File: config.mk
export PLATFORM = sky130hd
export DESIGN_NAME = rx_udp_packer
export DESIGN_NICKNAME = d
export VERILOG_FILES = /design/src/rtl/rx_udp_packer_pkg.sv /design/src/rtl/rx_word_fifo_mem.sv /design/src/rtl/rx_udp_packer.sv
export SDC_FILE = /design/constraint.sdc
export NUM_CORES = 2
export LEC_CHECK = 0
export ABC_CLOCK_PERIOD_IN_PS = 12170
export BUFFER_PORTS_ARGS = -buffer_cell sky130_fd_sc_hd__buf_2
export CORE_MARGIN = 2
export CORE_UTILIZATION = 41
export CTS_BUF_LIST = sky130_fd_sc_hd__clkbuf_8
export DETAILED_ROUTE_END_ITERATION = 8
export PLACE_DENSITY = 0.63
export SLEW_MARGIN = 20
export SYNTH_ARGS = -nofsm -noshare
export SYNTH_HDL_FRONTEND = slang
export SYNTH_SLANG_ARGS = --single-unit
export TNS_END_PERCENT = 1
File: constraint.sdc
create_clock -name RX_CLK -period 12.17 [get_ports RX_CLK]
set_clock_uncertainty 0.05 [all_clocks]
set_input_delay 1.217 -clock RX_CLK [delete_from_list [all_inputs] [get_ports RX_CLK]]
set_output_delay 1.217 -clock RX_CLK [all_outputs]
set_load 0.01 [all_outputs]
File: src/rtl/rx_udp_packer_pkg.sv
// Shared constants for the RX UDP word packer: octet width, FSM encodings
// and the bit layout of one FIFO entry {last, bytes-1, data}.
package rx_udp_packer_pkg;

  localparam int OCT    = 8;
  localparam int WORD_W = 4 * OCT;

  typedef enum logic [1:0] {
    ST_IDLE = 2'b00,
    ST_PACK = 2'b01,
    ST_DROP = 2'b11
  } state_t;

  localparam int ENT_DATA_LSB  = 0;
  localparam int ENT_DATA_MSB  = WORD_W - 1;
  localparam int ENT_BYTES_LSB = WORD_W;
  localparam int ENT_BYTES_MSB = WORD_W + 1;
  localparam int ENT_LAST      = WORD_W + 2;
  localparam int ENT_W         = WORD_W + 3;

endpackage

File: src/rtl/rx_word_fifo_mem.sv
// Simple dual-port word store: registered write, asynchronous read.
module rx_word_fifo_mem #(
  parameter int ADDR_W = 6,
  parameter int W      = 35
) (
  input  logic              clk,
  input  logic              we,
  input  logic [ADDR_W-1:0] waddr,
  input  logic [W-1:0]      wdata,
  input  logic [ADDR_W-1:0] raddr,
  output logic [W-1:0]      rdata
);

  logic [W-1:0] mem [2**ADDR_W];

  always_ff @(posedge clk) begin
    if (we) mem[waddr] <= wdata;
  end

  assign rdata = mem[raddr];

endmodule

File: src/rtl/rx_udp_packer.sv
// Packs the rx_udp byte stream into 32-bit little-endian words and commits
// each datagram atomically; datagrams that do not fit are rolled back whole.
module rx_udp_packer
  import rx_udp_packer_pkg::*;
#(
  parameter int ADDR_W = 6
) (
  input  logic              RX_CLK,
  input  logic              rst,
  input  logic              rx_udp_data_v,
  input  logic [OCT-1:0]    rx_udp_data,
  output logic              rd_valid,
  input  logic              rd_ready,
  output logic [WORD_W-1:0] rd_data,
  output logic              rd_last,
  output logic [1:0]        rd_bytes,
  output logic              frame_irq,
  output logic [15:0]       frames_ok,
  output logic [15:0]       frames_drop
);

  localparam int             DEPTH   = 1 << ADDR_W;
  localparam logic [ADDR_W:0] DEPTH_P = (ADDR_W + 1)'(DEPTH);
  localparam logic [ADDR_W:0] PTR_ONE = (ADDR_W + 1)'(1);

  state_t state_q, state_d;

  logic [ADDR_W:0]   wr_ptr_q, cm_ptr_q, rd_ptr_q;
  logic [WORD_W-1:0] stage_q;
  logic [1:0]        bidx_q;
  logic              stage_full_q;

  logic              fifo_full;
  logic              pop;
  logic              mem_we;
  logic [ENT_W-1:0]  mem_wdata;
  logic [ENT_W-1:0]  mem_rdata;
  logic              do_start, do_insert, do_commit, do_drop;
  logic [1:0]        last_bytes;

  // Full uses rd_ptr before any pop this cycle, so a same-cycle pop never helps.
  assign fifo_full  = (wr_ptr_q - rd_ptr_q) == DEPTH_P;
  assign rd_valid   = rd_ptr_q != cm_ptr_q;
  assign pop        = rd_valid && rd_ready;
  assign last_bytes = stage_full_q ? 2'd3 : bidx_q - 2'd1;

  // State register
  always_ff @(posedge RX_CLK or posedge rst) begin
    if (rst) state_q <= ST_IDLE;
    else     state_q <= state_d;
  end

  // Next-state logic
  always_comb begin
    state_d = state_q;
    case (state_q)
      ST_IDLE: if (rx_udp_data_v) state_d = ST_PACK;
      ST_PACK: begin
        if (rx_udp_data_v) begin
          if (stage_full_q && fifo_full) state_d = ST_DROP;
        end else begin
          state_d = ST_IDLE;
        end
      end
      ST_DROP: if (!rx_udp_data_v) state_d = ST_IDLE;
      default: state_d = ST_IDLE;
    endcase
  end

  // Output / control decode
  always_comb begin
    do_start  = 1'b0;
    do_insert = 1'b0;
    do_commit = 1'b0;
    do_drop   = 1'b0;
    mem_we    = 1'b0;
    mem_wdata = '0;
    case (state_q)
      ST_IDLE: do_start = rx_udp_data_v;
      ST_PACK: begin
        if (rx_udp_data_v) begin
          if (stage_full_q) begin
            if (fifo_full) begin
              do_drop = 1'b1;
            end else begin
              mem_we   = 1'b1;
              do_start = 1'b1;
              mem_wdata[ENT_LAST]                    = 1'b0;
              mem_wdata[ENT_BYTES_MSB:ENT_BYTES_LSB] = 2'd3;
              mem_wdata[ENT_DATA_MSB:ENT_DATA_LSB]   = stage_q;
            end
          end else begin
            do_insert = 1'b1;
          end
        end else if (fifo_full) begin
          // End of datagram with no room for its final word.
          do_drop = 1'b1;
        end else begin
          mem_we    = 1'b1;
          do_commit = 1'b1;
          mem_wdata[ENT_LAST]                    = 1'b1;
          mem_wdata[ENT_BYTES_MSB:ENT_BYTES_LSB] = last_bytes;
          mem_wdata[ENT_DATA_MSB:ENT_DATA_LSB]   = stage_q;
        end
      end
      default: ;
    endcase
  end

  // Pointers, staging register and counters
  always_ff @(posedge RX_CLK or posedge rst) begin
    if (rst) begin
      wr_ptr_q     <= '0;
      cm_ptr_q     <= '0;
      rd_ptr_q     <= '0;
      stage_q      <= '0;
      bidx_q       <= '0;
      stage_full_q <= 1'b0;
      frame_irq    <= 1'b0;
      frames_ok    <= '0;
      frames_drop  <= '0;
    end else begin
      frame_irq <= do_commit;

      if (mem_we) wr_ptr_q <= wr_ptr_q + PTR_ONE;
      if (do_commit) begin
        cm_ptr_q  <= wr_ptr_q + PTR_ONE;
        frames_ok <= frames_ok + 16'd1;
      end
      if (do_drop) begin
        wr_ptr_q <= cm_ptr_q;
        if (frames_drop != 16'hFFFF) frames_drop <= frames_drop + 16'd1;
      end

      if (pop) rd_ptr_q <= rd_ptr_q + PTR_ONE;

      // Clearing the staging word keeps unused lanes of a short word at zero.
      if (do_start) begin
        stage_q      <= {{(WORD_W - OCT){1'b0}}, rx_udp_data};
        bidx_q       <= 2'd1;
        stage_full_q <= 1'b0;
      end else if (do_insert) begin
        stage_q[bidx_q * OCT +: OCT] <= rx_udp_data;
        bidx_q                       <= bidx_q + 2'd1;
        if (bidx_q == 2'd3) stage_full_q <= 1'b1;
      end else if (do_commit || do_drop) begin
        stage_q      <= '0;
        bidx_q       <= '0;
        stage_full_q <= 1'b0;
      end
    end
  end

  rx_word_fifo_mem #(
    .ADDR_W (ADDR_W),
    .W      (ENT_W)
  ) u_mem (
    .clk   (RX_CLK),
    .we    (mem_we),
    .waddr (wr_ptr_q[ADDR_W-1:0]),
    .wdata (mem_wdata),
    .raddr (rd_ptr_q[ADDR_W-1:0]),
    .rdata (mem_rdata)
  );

  assign rd_data  = rd_valid ? mem_rdata[ENT_DATA_MSB:ENT_DATA_LSB]   : '0;
  assign rd_bytes = rd_valid ? mem_rdata[ENT_BYTES_MSB:ENT_BYTES_LSB] : 2'd0;
  assign rd_last  = rd_valid ? mem_rdata[ENT_LAST]                    : 1'b0;

endmodule

==> summary.txt <==
Job
  • Max cap viols: 0

Critical path
  • CP max FO: 96
  • Reg2reg start: rd_ptr_q[0]
  • Data required time of the worst path: 10.90 ns
  • Critical Path End Type: primary output
  • Worst Setup Start Kind: flip-flop
  • Reg2Reg Depth: 11
  • Critical path data arrival time: 5.80 ns
  • Flop2flop setup slack: 6.21 ns
  • Setup Crit Path Kind: reg -> out
  • RR Endpoint: u_mem.mem[39][21]

Logic synthesis
  • Yosys top cell by area: edfxtp_1
  • Primary FF master, synth: edfxtp_1
  • Syn avg cell area: 22.8 um^2
  • Post-synthesis net count: 3954
  • Syn Inst Count: 3927
  • Sequential share of the synthesized area: 77.6%
  • Most common library cells after synthesis: 2240 x edfxtp_1, 634 x mux4_2, 97 x nor2_1, 93 x a22oi_1, 91 x dfrtp_1
  • Synthesized cell area: 89600 um^2
  • Synth area leaders: edfxtp_1 75%, mux4_2 16%, dfrtp_1 2.5%
  • Most frequent cell after synthesis: edfxtp_1
  • Ys Warns: 0
  • Post-synthesis async set-or-reset flop share: 3.90%
  • Yosys reg bits: 2331
  • Netlist cell types: 51
  • Post-synth top area share: 75.1%
  • Post-synth EDFFs: 2240

Layout
  • Final core area utilization: 46.4%
  • Share of layout cells above drive strength 1: 31.1%
  • Fin nets: 4332
  • Layout area overhead: 12.5%
  • Area of the multi-input gates: 19600 um^2
  • # fillers: 17800
  • Sequential Area: 69600 um^2

Place
  • Port Buffers: 80
  • Pre-CTS setup slack: 6.07 ns
  • Gpl congestion: 0.817
  • DP HPWL: 123000 um

Timing
  • Hold Fails Final Rpt: 0
  • Setup TNS: 0 ns
  • Max Freq: 0.142 GHz
  • RSZ-0062 raised after global routing: no
  • Tightest Pin Transition: 1.13 ns
  • Final setup violating endpoints: 0
  • Final WS setup: 5.10 ns
  • Rel. slew slack: 24.3%
  • Max-slew violations: 0
  • Fin crit period: 7.07 ns
  • Final hold slack: 0.113 ns
  • Period utilization: 58.1%

Pwr
  • P_int: 14.2 mW
  • Sequential power share: 43.9%
  • Max VDD drop: 0.168 mV
  • Cell Pwr Density: 205 nW/um^2
  • Sw power: 6.43 mW
  • Logic gate share of total power: 26.6%
  • Switching part of the total: 31.1%
  • Clk pwr share: 29.5%
  • Leak: 31.7 nW

Clock tree
  • Sink Count: 2331
  • Skew-Pair Late Insertion Delay: 1.07 ns
  • CTS Hold Buffers Added: 0
  • Clock transition at path regs: 0.07 ns
  • Resized Gates After CTS: 0
  • CTS tree: done
  • H-Tree Depth: 5
  • Max clock buf depth: 4
  • Root Buffer: clkbuf_8
  • CTS buffer count: 380
  • Postcts setup bufs: 0

Global routing
  • Grt ovf: 0
  • First-pass GRT wire length: 333000 um
  • Vias in the first global route: 44500
  • GRT Total Usage: 21.2%
  • Antenna violations before repair: 16
  • Largest net degree at the start of global routing: 140

Detailed routing
  • Vias: 44000
  • Iteration-0 DRC Markers: 5746
  • Wire length per cell: 31.9 um
  • Post-DRT Antenna Nets: 0
  • DRC errors left: 0
  • Wirelength, routed: 237000 um
  • Vias per cell: 5.92
  • DRT Pass-1 Iters: 5

Floorplanning
  • Die H: 471 um
  • Die Wd: 471 um
  • Total core area: 217000 um^2
  • Initial Utilization: 41.3%
  • Die area: 222000 um^2
  • Top Ports: 81
  • Num rows: 171

Status
  • Status: complete, no violations

Min path
  • Worst hold path class: in -> async
## metrics by stage
| stage | total power [mW] | cell area (um^2) | std cells |
|---|---|---|---|
| floorplan | 12.8 | 89600 | 3927 |
| global placement | 14.8 | 94100 | 6776 |
| detailed placement | 14.8 | 94100 | 6776 |
| CTS | 20.8 | 101000 | 7424 |
| global route | 21.4 | 101000 | 7432 |
| finish | 20.6 | 101000 | 7435 |
## final cells by class
type                    instances  area share (%)
clock buffers                 394            5.38
flip-flops and latches       2331            69.0
clock inverters               254            1.16
inverters                      24          0.0993
well taps                    2854            3.54
multi-input cells            1364            19.4
diodes                         10          0.0248
repair buffers                204            1.41
## how the worst max path moves through the flow
stage,start,endpoint,slack (ns),cells past startpoint
2_1_floorplan,rd_ptr_q[3],u_mem.mem[42][0],7.12,12
3_3_place_gp,rd_ptr_q[0],rd_data[5],6.03,7
3_5_place_dp,rd_ptr_q[0],rd_data[5],6.07,7
4_1_cts,rd_ptr_q[0],rd_data[5],4.92,7
5_1_grt,rd_ptr_q[0],rd_data[5],4.93,7
6_report,rd_ptr_q[0],rd_data[5],5.10,7
## critical path, cell delays in order (launching register included)
cell,delay (ns)
dfrtp_4,0.73
buf_4,0.67
buf_12,0.65
mux4_2,0.59
mux4_2,0.48
o21ai_0,0.86
nand2_1,0.32
buf_2,0.25
## state kept, by name, indices dropped and copies added (netlist names)
name,cells
state_q,2
frames_ok,16
wr_ptr_q,7
bidx_q,2
cm_ptr_q,7
u_mem.mem,2240
frames_drop,16
stage_q,32
stage_full_q,1
rd_ptr_q,7
frame_irq,1
## layer usage
layer	part of all wire, %	GRT usage, %	up-vias
li1	-	-	17500
met1	39	29.0	23700
met2	48	33.0	2343
met3	9.3	4.92	452
met4	3.7	8.29	12
met5	0.036	0	-
## power by group through the flow
stage          Sequential (mW)  Clock (mW)  Combinational [mW]
2_1_floorplan             9.13           0                3.72
3_3_place_gp              9.21           0                5.55
3_5_place_dp              9.22           0                5.56
4_1_cts                   9.06        6.21                5.57
5_1_grt                   9.07        6.54                5.78
6_report                  9.06        6.09                5.50
## cell families after synthesis
kind of cell | count (synthesis) | share of synthesized area [%]
xor gates and xnor gates | 50 | 0.497
adders and majority gates | 15 | 0.209
DFF | 2331 | 77.6
AOI/OAI and AO/OA | 278 | 2.11
and+or+nand+nor | 338 | 1.80
muxes | 683 | 16.5
buffers and inverters | 232 | 1.25
## cell usage in the layout, fill, tap and decap left out, types with 4 or more instances in the layout
master and instances:
and2_1 5, buf_2 80, ha_1 15, nand3_1 45
bufinv_16 5, xnor2_1 31, and3_1 14, nor2_4 68
nor2_1 28, or3_1 5, a31oi_1 22, xor2_1 18
a22o_1 32, nand2b_1 4, o22ai_1 20, inv_1 152
clkbuf_8 394, a221oi_1 11, clkinvlp_4 8, nand2_1 90
mux4_2 634, a22oi_1 93, mux2i_1 24, buf_12 5
a21oi_1 29, o21ai_1 10, edfxtp_1 2240, clkinv_1 79
nand4_1 14, dfrtp_1 87, and2_4 16, diode_2 10
nor3_1 20, mux2_2 25, clkinv_2 28, and2_2 17
o21ai_0 42, buf_4 117
No activity file was read; power rests on OpenSTA's default activity.
